===== src/rtl/instr_trace_buffer_if.sv =====
// Bus bundle for instr_trace_buffer: retire tap, trigger and control inputs, debug read port.
interface instr_trace_buffer_if #(
  parameter int unsigned AW    = 4,
  parameter int unsigned CNT_W = 16
) ();
  logic             ret_valid;
  logic [31:0]      ret_pc;
  logic [31:0]      ret_instr;
  logic [31:0]      ret_wd;
  logic             clear;
  logic             trig_en;
  logic [31:0]      trig_pc;
  logic [AW-1:0]    rd_idx;
  logic [3:0]       rd_class;
  logic [31:0]      rd_pc;
  logic [31:0]      rd_instr;
  logic [31:0]      rd_wd;
  logic [CNT_W-1:0] class_cnt;
  logic [AW:0]      entry_cnt;
  logic             wrapped;
  logic             frozen;
  logic             triggered;

  modport master (
    output ret_valid, ret_pc, ret_instr, ret_wd, clear, trig_en, trig_pc, rd_idx, rd_class,
    input  rd_pc, rd_instr, rd_wd, class_cnt, entry_cnt, wrapped, frozen, triggered
  );

  modport slave (
    input  ret_valid, ret_pc, ret_instr, ret_wd, clear, trig_en, trig_pc, rd_idx, rd_class,
    output rd_pc, rd_instr, rd_wd, class_cnt, entry_cnt, wrapped, frozen, triggered
  );
endinterface


===== src/rtl/instr_trace_buffer.sv =====
// Circular retire-trace capture with per-class counters and PC-match trigger/freeze.
// Optional TRACE_SELF_JUMP_HALT_EN: freeze after capturing a J that jumps to itself.
module instr_trace_buffer #(
  parameter int unsigned DEPTH     = 16,
  parameter int unsigned AW        = 4,
  parameter int unsigned CNT_W     = 16,
  parameter int unsigned POST_TRIG = 4
) (
  input  logic              clk,
  input  logic              rst,
  instr_trace_buffer_if.slave bus
);

  localparam logic [1:0] ST_RUN    = 2'd0;
  localparam logic [1:0] ST_POST   = 2'd1;
  localparam logic [1:0] ST_FROZEN = 2'd2;
  localparam logic [AW:0] FULL     = (AW+1)'(DEPTH);

  logic [1:0]       state, state_nxt;
  logic [AW-1:0]    post_cnt, post_cnt_nxt;
  logic             trig_set;
  logic [AW-1:0]    wr_ptr;
  logic [AW:0]      entry_cnt;
  logic             wrapped;
  logic             triggered;
  logic [CNT_W-1:0] cnt [16];
  logic [31:0]      mem_pc    [DEPTH];
  logic [31:0]      mem_instr [DEPTH];
  logic [31:0]      mem_wd    [DEPTH];

  logic             soft_rst;
  logic             cap;
  logic             match;
  logic             self_jmp;
  logic             cls_vld;
  logic [3:0]       cls;
  logic [5:0]       op;
  logic [5:0]       fn;
  logic [AW-1:0]    rd_phys;
  logic             rd_hit;

  assign soft_rst = rst | bus.clear;
  assign cap      = bus.ret_valid && (state != ST_FROZEN);
  assign match    = bus.trig_en && (bus.ret_pc == bus.trig_pc);
  assign op       = bus.ret_instr[31:26];
  assign fn       = bus.ret_instr[5:0];

`ifdef TRACE_SELF_JUMP_HALT_EN
  assign self_jmp = (op == 6'd2) &&
                    ({bus.ret_pc[31:28], bus.ret_instr[25:0], 2'b00} == bus.ret_pc);
`else
  assign self_jmp = 1'b0;
`endif

  // Retired-instruction class decode
  always_comb begin
    cls     = 4'd0;
    cls_vld = 1'b1;
    case (op)
      6'd0: begin
        case (fn)
          6'd32:   cls = 4'd0;
          6'd34:   cls = 4'd1;
          6'd36:   cls = 4'd2;
          6'd37:   cls = 4'd3;
          6'd42:   cls = 4'd4;
          6'd0:    cls = (bus.ret_instr == 32'd0) ? 4'd5 : 4'd6;
          6'd25:   cls = 4'd7;
          6'd16:   cls = 4'd8;
          6'd18:   cls = 4'd9;
          default: cls_vld = 1'b0;
        endcase
      end
      6'd35:   cls = 4'd10;
      6'd43:   cls = 4'd11;
      6'd4:    cls = 4'd12;
      6'd2:    cls = 4'd13;
      6'd8:    cls = 4'd14;
      6'd12:   cls = 4'd15;
      default: cls_vld = 1'b0;
    endcase
  end

  // Trigger / post-capture / freeze next-state
  always_comb begin
    state_nxt    = state;
    post_cnt_nxt = post_cnt;
    trig_set     = 1'b0;
    if (cap) begin
      case (state)
        ST_RUN: begin
          if (match) begin
            trig_set     = 1'b1;
            post_cnt_nxt = AW'(POST_TRIG);
            state_nxt    = (POST_TRIG == 0) ? ST_FROZEN : ST_POST;
          end
        end
        ST_POST: begin
          post_cnt_nxt = post_cnt - AW'(1);
          if (post_cnt == AW'(1)) state_nxt = ST_FROZEN;
        end
        default: ;
      endcase
      if (self_jmp) state_nxt = ST_FROZEN;
    end
  end

  always_ff @(posedge clk) begin
    if (soft_rst) begin
      state     <= ST_RUN;
      post_cnt  <= '0;
      triggered <= 1'b0;
      wr_ptr    <= '0;
      entry_cnt <= '0;
      wrapped   <= 1'b0;
      for (int i = 0; i < 16; i++) cnt[i] <= '0;
    end else begin
      state    <= state_nxt;
      post_cnt <= post_cnt_nxt;
      if (trig_set) triggered <= 1'b1;
      if (cap) begin
        wr_ptr <= wr_ptr + AW'(1);
        if (entry_cnt == FULL) wrapped   <= 1'b1;
        else                   entry_cnt <= entry_cnt + (AW+1)'(1);
        if (cls_vld && (cnt[cls] != {CNT_W{1'b1}})) cnt[cls] <= cnt[cls] + CNT_W'(1);
      end
    end
  end

  // Trace storage is intentionally left uninitialised across reset/clear
  always_ff @(posedge clk) begin
    if (cap && !soft_rst) begin
      mem_pc[wr_ptr]    <= bus.ret_pc;
      mem_instr[wr_ptr] <= bus.ret_instr;
      mem_wd[wr_ptr]    <= bus.ret_wd;
    end
  end

  assign rd_phys       = wr_ptr - entry_cnt[AW-1:0] + bus.rd_idx;
  assign rd_hit        = ({1'b0, bus.rd_idx} < entry_cnt);
  assign bus.rd_pc     = rd_hit ? mem_pc[rd_phys]    : 32'd0;
  assign bus.rd_instr  = rd_hit ? mem_instr[rd_phys] : 32'd0;
  assign bus.rd_wd     = rd_hit ? mem_wd[rd_phys]    : 32'd0;
  assign bus.class_cnt = cnt[bus.rd_class];
  assign bus.entry_cnt = entry_cnt;
  assign bus.wrapped   = wrapped;
  assign bus.frozen    = (state == ST_FROZEN);
  assign bus.triggered = triggered;

endmodule


===== src/flat_wrapper.sv =====
// flat-port wrapper written by rule: the top's interface ports become plain ports
module instr_trace_buffer_flat 
#(
  parameter int unsigned DEPTH     = 16,
  parameter int unsigned AW        = 4,
  parameter int unsigned CNT_W     = 16,
  parameter int unsigned POST_TRIG = 4
)
  (clk, rst, bus_ret_valid, bus_ret_pc, bus_ret_instr, bus_ret_wd, bus_clear, bus_trig_en, bus_trig_pc, bus_rd_idx, bus_rd_class, bus_rd_pc, bus_rd_instr, bus_rd_wd, bus_class_cnt, bus_entry_cnt, bus_wrapped, bus_frozen, bus_triggered);
  instr_trace_buffer_if #(.AW(AW), .CNT_W(CNT_W)) bus_i ();
  input  logic clk;
  input  logic rst;
  input wire logic [$bits(bus_i.ret_valid)-1:0] bus_ret_valid;
  input wire logic [$bits(bus_i.ret_pc)-1:0] bus_ret_pc;
  input wire logic [$bits(bus_i.ret_instr)-1:0] bus_ret_instr;
  input wire logic [$bits(bus_i.ret_wd)-1:0] bus_ret_wd;
  input wire logic [$bits(bus_i.clear)-1:0] bus_clear;
  input wire logic [$bits(bus_i.trig_en)-1:0] bus_trig_en;
  input wire logic [$bits(bus_i.trig_pc)-1:0] bus_trig_pc;
  input wire logic [$bits(bus_i.rd_idx)-1:0] bus_rd_idx;
  input wire logic [$bits(bus_i.rd_class)-1:0] bus_rd_class;
  output wire logic [$bits(bus_i.rd_pc)-1:0] bus_rd_pc;
  output wire logic [$bits(bus_i.rd_instr)-1:0] bus_rd_instr;
  output wire logic [$bits(bus_i.rd_wd)-1:0] bus_rd_wd;
  output wire logic [$bits(bus_i.class_cnt)-1:0] bus_class_cnt;
  output wire logic [$bits(bus_i.entry_cnt)-1:0] bus_entry_cnt;
  output wire logic [$bits(bus_i.wrapped)-1:0] bus_wrapped;
  output wire logic [$bits(bus_i.frozen)-1:0] bus_frozen;
  output wire logic [$bits(bus_i.triggered)-1:0] bus_triggered;
  assign bus_i.ret_valid = bus_ret_valid;
  assign bus_i.ret_pc = bus_ret_pc;
  assign bus_i.ret_instr = bus_ret_instr;
  assign bus_i.ret_wd = bus_ret_wd;
  assign bus_i.clear = bus_clear;
  assign bus_i.trig_en = bus_trig_en;
  assign bus_i.trig_pc = bus_trig_pc;
  assign bus_i.rd_idx = bus_rd_idx;
  assign bus_i.rd_class = bus_rd_class;
  assign bus_rd_pc = bus_i.rd_pc;
  assign bus_rd_instr = bus_i.rd_instr;
  assign bus_rd_wd = bus_i.rd_wd;
  assign bus_class_cnt = bus_i.class_cnt;
  assign bus_entry_cnt = bus_i.entry_cnt;
  assign bus_wrapped = bus_i.wrapped;
  assign bus_frozen = bus_i.frozen;
  assign bus_triggered = bus_i.triggered;
  instr_trace_buffer #(.DEPTH(DEPTH), .AW(AW), .CNT_W(CNT_W), .POST_TRIG(POST_TRIG)) u_core (.clk(clk), .rst(rst), .bus(bus_i));
endmodule

===== config.mk =====
export PLATFORM = sky130hd
export DESIGN_NAME = instr_trace_buffer_flat
export DESIGN_NICKNAME = d
export VERILOG_FILES = /design/src/rtl/instr_trace_buffer_if.sv /design/src/rtl/instr_trace_buffer.sv /design/src/flat_wrapper.sv
export SDC_FILE = /design/constraint.sdc
export NUM_CORES = 2
export LEC_CHECK = 0
export BUFFER_PORTS_ARGS = -buffer_cell sky130_fd_sc_hd__buf_4
export CAP_MARGIN = 20
export CORE_MARGIN = 1.5
export CORE_UTILIZATION = 55
export CTS_CLUSTER_DIAMETER = 80
export DETAILED_ROUTE_END_ITERATION = 8
export GPL_TIMING_DRIVEN = 1
export HOLD_SLACK_MARGIN = 0.08
export MAX_ROUTING_LAYER = met4
export PLACE_DENSITY = 0.69
export SLEW_MARGIN = 20
export SYNTH_ARGS = -nofsm -noshare
export SYNTH_HDL_FRONTEND = slang
export SYNTH_SLANG_ARGS = --single-unit

===== constraint.sdc =====
create_clock -name clk -period 14.9 [get_ports clk]
set_input_delay 3.725 -clock clk [delete_from_list [all_inputs] [get_ports clk]]
set_output_delay 3.725 -clock clk [all_outputs]
set_load 0.05 [all_outputs]

## Word level (Yosys, flattened, before mapping)

Memories as Yosys holds them, arrays and structs flattened.
Cells that the tools add are included.

- Output and inout bits: 120
- ROM bits: 0
- Memory bits (writable): 1792
- Memories kept: 4
- Word-level logic and storage cells: 86
- Register bits: 17
- Input bits: 141
- Latch bits: 0

- Bitwise logic cells: 2
- Order comparisons: 1
- Divide/modulo/power cells: 0
- Muxes and demuxes: 27
- Multipliers: 0
- $add $sub $neg: 6
- Shifts and indexed selects: 0
- Eq/ne operators: 23
- Reduce and logical (&&, ||, !) cells: 17

Memory list:

| memory | words | width | read ports | clocked after memory_dff | wr ports | line | source |
|---|---|---|---|---|---|---|---|
| u_core.mem_instr | 16 | 32 | 1 | 0 | 1 | instr_trace_buffer.sv:28 | `logic [31:0] mem_instr [DEPTH];` |
| u_core.mem_pc | 16 | 32 | 1 | 0 | 1 | instr_trace_buffer.sv:27 | `logic [31:0] mem_pc [DEPTH];` |
| u_core.mem_wd | 16 | 32 | 1 | 0 | 1 | instr_trace_buffer.sv:29 | `logic [31:0] mem_wd [DEPTH];` |
| u_core.cnt | 16 | 16 | 2 | 0 | 16 | instr_trace_buffer.sv:26 | `logic [CNT_W-1:0] cnt [16];` |

Operators with widths:

| kind | count |
|---|---|
| $mux 32 | 3 |
| $eq 6x6->1 const B | 7 |
| $eq 32x32->1 | 1 |
| $logic_not 32->1 | 1 |
| $pmux 4 s8 | 1 |
| $pmux 4 s7 | 1 |
| $eq 6x5->1 const B | 3 |
| $add 16x1->16 const B | 1 |
| $mux 16 | 1 |
| $ne 16x16->1 const B | 1 |
| $reduce_or 16->1 | 1 |
| $mux 1 | 13 |
| $eq 6x4->1 const B | 2 |
| $logic_not 6->1 | 2 |
| $reduce_or 9->1 | 1 |
| $mux 4 | 2 |
| $pmux 4 s2 | 1 |
| $eq 6x2->1 const B | 1 |
| $eq 6x3->1 const B | 1 |
| $mux 2 | 3 |
| $reduce_or 6->1 | 1 |
| $add 5x1->5 const B | 1 |
| $eq 5x5->1 const B | 1 |
| $lt 4x5->1 | 1 |
| 20 further kinds | 25 |

## Logic depth before layout (Yosys ltp)

An unclocked memory read counts as a cell.

- Depth after elaboration: 13
- Depth in mapped cells: 24
- Mapped depth without buffers: 13

## Least setup slack after synthesis

OpenSTA, ideal clock, no wires.

- Path kind: input-to-reg
- Start point: input port bus_clear
- End point: memory u_core.mem_instr[3][0] (enable)
- Data required time: 14.232 ns
- Stages: 5
- Path slack: 3.220 ns
- Arrival: 11.012 ns
- Cell sequence: or2_2 -> clkbuf_1 -> nor2_1 -> nand2_1 -> nor3_1

- Cells in the longest elaborated chain, start to end: 5

Ends and longest elaborated chain:

| what | line | source |
|---|---|---|
| from (decl) | flat_wrapper.sv:17 | `input wire logic [$bits(bus_i.clear)-1:0] bus_clear;` |
| $or 1x1->1 | instr_trace_buffer.sv:42 | `assign soft_rst = rst \| bus.clear;` |
| $logic_not 1->1 | instr_trace_buffer.sv:132 | `if (cap && !soft_rst) begin` |
| $logic_and 1x1->1 | instr_trace_buffer.sv:132 |  |
| $mux 1 | instr_trace_buffer.sv:132 |  |
| $mux 1 (not written as such) | instr_trace_buffer.sv:134 | `mem_instr[wr_ptr] <= bus.ret_instr;` |
| to (decl) | instr_trace_buffer.sv:28 |  |

Every way passes these cells.

## Worst setup path after layout

- Start point: input port bus_rd_idx[1]
- End point: output port bus_rd_instr[0]

- Cells in the longest elaborated chain, start to end: 3
- Elaborated cells on any way between the ends: 4
- Classes of those cells: add/sub: 1; order compare: 1; mux: 1; memory: 1

Ends and longest elaborated chain:

| what | line | source |
|---|---|---|
| from (decl) | flat_wrapper.sv:20 | `input wire logic [$bits(bus_i.rd_idx)-1:0] bus_rd_idx;` |
| $add 4x4->4 | instr_trace_buffer.sv:139 | `assign rd_phys = wr_ptr - entry_cnt[AW-1:0] + bus.rd_idx;` |
| $mem_v2 16x32 | - |  |
| $mux 32 * | instr_trace_buffer.sv:142 | `assign bus.rd_instr = rd_hit ? mem_instr[rd_phys] : 32'd0;` |
| to (decl) | flat_wrapper.sv:23 | `output wire logic [$bits(bus_i.rd_instr)-1:0] bus_rd_instr;` |

Every way passes the cells marked *; elsewhere a longest branch is shown, timed or not.

==> summary.log <==
INFO  status         run_status=finished, violations left
INFO  status         violations=DRC
INFO  critical_path  crit-reg2reg-launch=u_core.cnt[7][0]
INFO  detailed_routing first_pass_iters=8
INFO  yosys          synth_edf_count=1792
INFO  yosys          syn-instance-count=3846
INFO  run            count_of_max_cap_constraint_violations=0
INFO  grt            grt_overflow=0
INFO  clocking       htreeDepth=4
INFO  clocking       cts_repair_resize_count=0
INFO  grt            grt_pass1_vias=39100
INFO  yosys          ys_ff_latch=1809
INFO  placed_design  postPlaceCellArea=78200µm²
INFO  finish         final-seq-area=54200µm²
INFO  clocking       cts_tree=yes
INFO  sta            timing.max_slew.rel_slack=0.247
INFO  yosys          post_syn_nets=4006
INFO  floorplan      coreArea=134000µm²
INFO  critical_path  cp-end-kind=output port
INFO  min_path       min-delay-start=u_core.bus.triggered
INFO  yosys          synthMostInstantiatedCell=sky130_fd_sc_hd__edfxtp_1
INFO  sta            min_period=11660ps
INFO  yosys          synth_area_leaders=sky130_fd_sc_hd__edfxtp_1 (73%), sky130_fd_sc_hd__mux4_2 (14%), sky130_fd_sc_hd__a211oi_1 (2.0%)
INFO  floorplan      initial_core_util=0.555
INFO  floorplan      die_w=370µm
INFO  critical_path  path_max_fanout=44
INFO  clocking       ctsRootBufferMaster=sky130_fd_sc_hd__clkbuf_16
INFO  floorplan      rows=134
INFO  detailed_routing drt_iter0_drc=4710
INFO  floorplan      fp.dieArea=137000µm²
INFO  yosys          combinational_family_with_the_most_area_after_synthesis=multiplexers
INFO  yosys          yosys-mux-area-fraction=0.161
INFO  floorplan      i_o_pin_total=261
INFO  yosys          syn-cell-area=74200µm²
INFO  clocking       clock_pin_transition_on_the_worst_setup_and_hold_timing_paths=60ps
INFO  finish         area.growth.synth_to_final=13.3%
INFO  yosys          syn_area_per_cell=19.3µm²
INFO  critical_path  critPathRequiredTime=11180ps
INFO  min_path       hold_path.class=flop to flop
INFO  grt            grt_max_degree=155
INFO  finish         post-route-cell-area=84100µm²
INFO  grt            grt_antenna_before_repair=16
INFO  sta            worst-slew-pin-transition=1130ps
INFO  floorplan      die_height=370µm
INFO  sta            rsz0062_at_grt=false
INFO  sta            report.final.setup_viol=0
INFO  clocking       holdBufCountCts=0
INFO  yosys          yosys.area.top_type_share=0.725
INFO  finish         layoutNonFillerInstCount=6066
INFO  yosys          synthXorXnorAreaFrac=0.00732
INFO  detailed_routing drtAntennaViolNets=0
INFO  clocking       clockBufferDepth=3
INFO  detailed_routing vias_per_cell=6.50
INFO  sta            totalNegativeSetupSlack=0ps
INFO  critical_path  critical_path_arrival=7930ps
INFO  yosys          library_cell_with_the_largest_summed_area_after_synthesis=sky130_fd_sc_hd__edfxtp_1
INFO  yosys          synth-compound-area-share=0.0336
INFO  placed_design  dp_hpwl=96300µm
INFO  sta            hold_violation_count_in_the_final_report=0
INFO  clocking       cts.sink_count=1809
INFO  finish         layout-drive-gt1-share=0.267
INFO  finish         nFillCells=9172
INFO  clocking       clk_latency=810ps
INFO  sta            setup_clock_skew_after_layout=18.2ps
INFO  power_and_ir_drop leakagePower=27.1nW
INFO  yosys          synthTopCellsByCount=sky130_fd_sc_hd__edfxtp_1 (1792), sky130_fd_sc_hd__mux4_2 (464), sky130_fd_sc_hd__nor2_1 (324), sky130_fd_sc_hd__a211oi_1 (199), sky130_fd_sc_hd__clkbuf_1 (141)
INFO  detailed_routing post-route-drc-count=51
INFO  power_and_ir_drop ir_worst_vdd=0.108mV
INFO  placed_design  numPlacedInstances=5710
INFO  detailed_routing detailroute.via_count=39400
INFO  yosys          synthAdderAreaFrac=0.00351
INFO  detailed_routing wl_per_cell=30.3µm
INFO  yosys          number_of_warnings_reported_in_the_yosys_synthesis_log=0
INFO  clocking       post_cts_buffers=0
INFO  detailed_routing drt_wl_total=184000µm
INFO  placed_design  portBuffers=260
INFO  critical_path  cp-startpoint=bus_rd_idx[1]
INFO  sta            final_max_slew_viol_count=0
INFO  power_and_ir_drop power_density=138nW/µm²
INFO  grt            global_route.usage.total=0.279
INFO  clocking       numCtsBuffers=180
INFO  sta            achievable-frequency=85.8MHz
INFO  grt            wire_length_of_the_first_global_routing_pass=267000µm
INFO  sta            post-route-period-util=0.782
INFO  yosys          synth-seq-area-share=0.730
INFO  yosys          yosysUniqueCellTypes=77
INFO  finish         multi_input_logic_area=19000µm²
INFO  yosys          async_reset_ff_frac=0
INFO  critical_path  startpoint_type=input port
INFO  critical_path  timing_worst_setup_path_type=input port to output port
INFO  yosys          basic_gate_share_of_the_synthesized_area_counting_and_or_nand_and_nor_cells=0.0466
INFO  yosys          yosys_most_used_dff=sky130_fd_sc_hd__edfxtp_1
INFO  finish         final_net_count=4287
INFO  placed_design  finalWeightedCongestion=0.840
## final timing paths
check	end	slack [ps]	depth (start not counted)
setup / recovery	bus_rd_instr[0]	3240	11
hold / removal	u_core.bus.triggered	500	2
setup reg to reg	u_core.cnt[7][5]	9970	9
hold reg to reg	u_core.bus.triggered	500	2
## stage by stage
stage	setup slack (ps)	power, mW	hold slack (ps)	utilization
2_1_floorplan	3220	6.81	470	-
3_3_place_gp	3260	7.25	466	0.585
3_5_place_dp	3220	7.27	476	0.586
4_1_cts	3220	11.7	498	0.628
5_1_grt	3040	11.9	568	0.629
6_report	3240	11.6	501	0.629
## layout by cell type, fill, tap and decap left out, drive strengths merged, types with 61 or more instances in the layout
cell type / synthesis / routed
clkbuf: 141 / 222
nor2: 324 / 324
buf: 123 / 364
nand2: 100 / 100
clkinv: 0 / 83
a211oi: 199 / 199
mux2i: 138 / 138
nor2b: 100 / 100
nand3: 61 / 61
mux4: 464 / 464
edfxtp: 1792 / 1792
## cells by family (layout without fill, tap and decap cells)
| logic type | count (synthesis) | after routing |
|---|---|---|
| AO/OA/AOI/OAI | 343 | 343 |
| XOR/XNOR | 62 | 62 |
| adder cells (fa/ha/maj) | 19 | 19 |
| buffers and inverters | 287 | 721 |
| flip-flops | 1809 | 1809 |
| multiplexers | 613 | 613 |
| other | 0 | 18 |
| AND/OR/NAND/NOR | 713 | 713 |
## where the power goes
group          total [mW]  switching, mW  internal, mW
clock network        4.42           1.89          2.53
logic                1.50          0.907         0.598
registers            5.65         0.0180          5.63
total                11.6           2.82          8.76
## critical path: stages
cell,delay (ps)
sky130_fd_sc_hd__buf_4,120
sky130_fd_sc_hd__inv_1,70
sky130_fd_sc_hd__fa_1,470
sky130_fd_sc_hd__fa_4,1170
sky130_fd_sc_hd__buf_4,640
sky130_fd_sc_hd__buf_4,500
sky130_fd_sc_hd__mux4_2,360
sky130_fd_sc_hd__nor2b_1,140
sky130_fd_sc_hd__a211oi_1,280
sky130_fd_sc_hd__a211oi_1,90
sky130_fd_sc_hd__buf_4,250
## sequential cells by signal, summed over array words and instances (netlist names)
register / count
u_core.bus.entry_cnt: 5
u_core.bus.triggered: 1
u_core.bus.wrapped: 1
u_core.cnt: 256
u_core.mem_instr: 512
u_core.mem_pc: 512
u_core.mem_wd: 512
u_core.post_cnt: 4
u_core.state: 2
u_core.wr_ptr: 4
## per-layer routing
metal / global-route usage / part of all wire / vias to the layer above
met5: - / 0 / -
met4: 0.0813 / 0.026 / 0
met3: 0.0617 / 0.092 / 331
met2: 0.418 / 0.47 / 1935
met1: 0.389 / 0.41 / 20800
li1: - / - / 16300
## layout make-up
class,count,share of cell area
well taps,1768,0.0263
inverters,22,0.000982
diodes,18,0.000536
clock inverters,113,0.0120
clock buffers,222,0.0562
flip-flops and latches,1809,0.644
repair buffers,364,0.0343
multi-input cells,1750,0.226
Note: power is estimated with default switching activity, not from simulation.
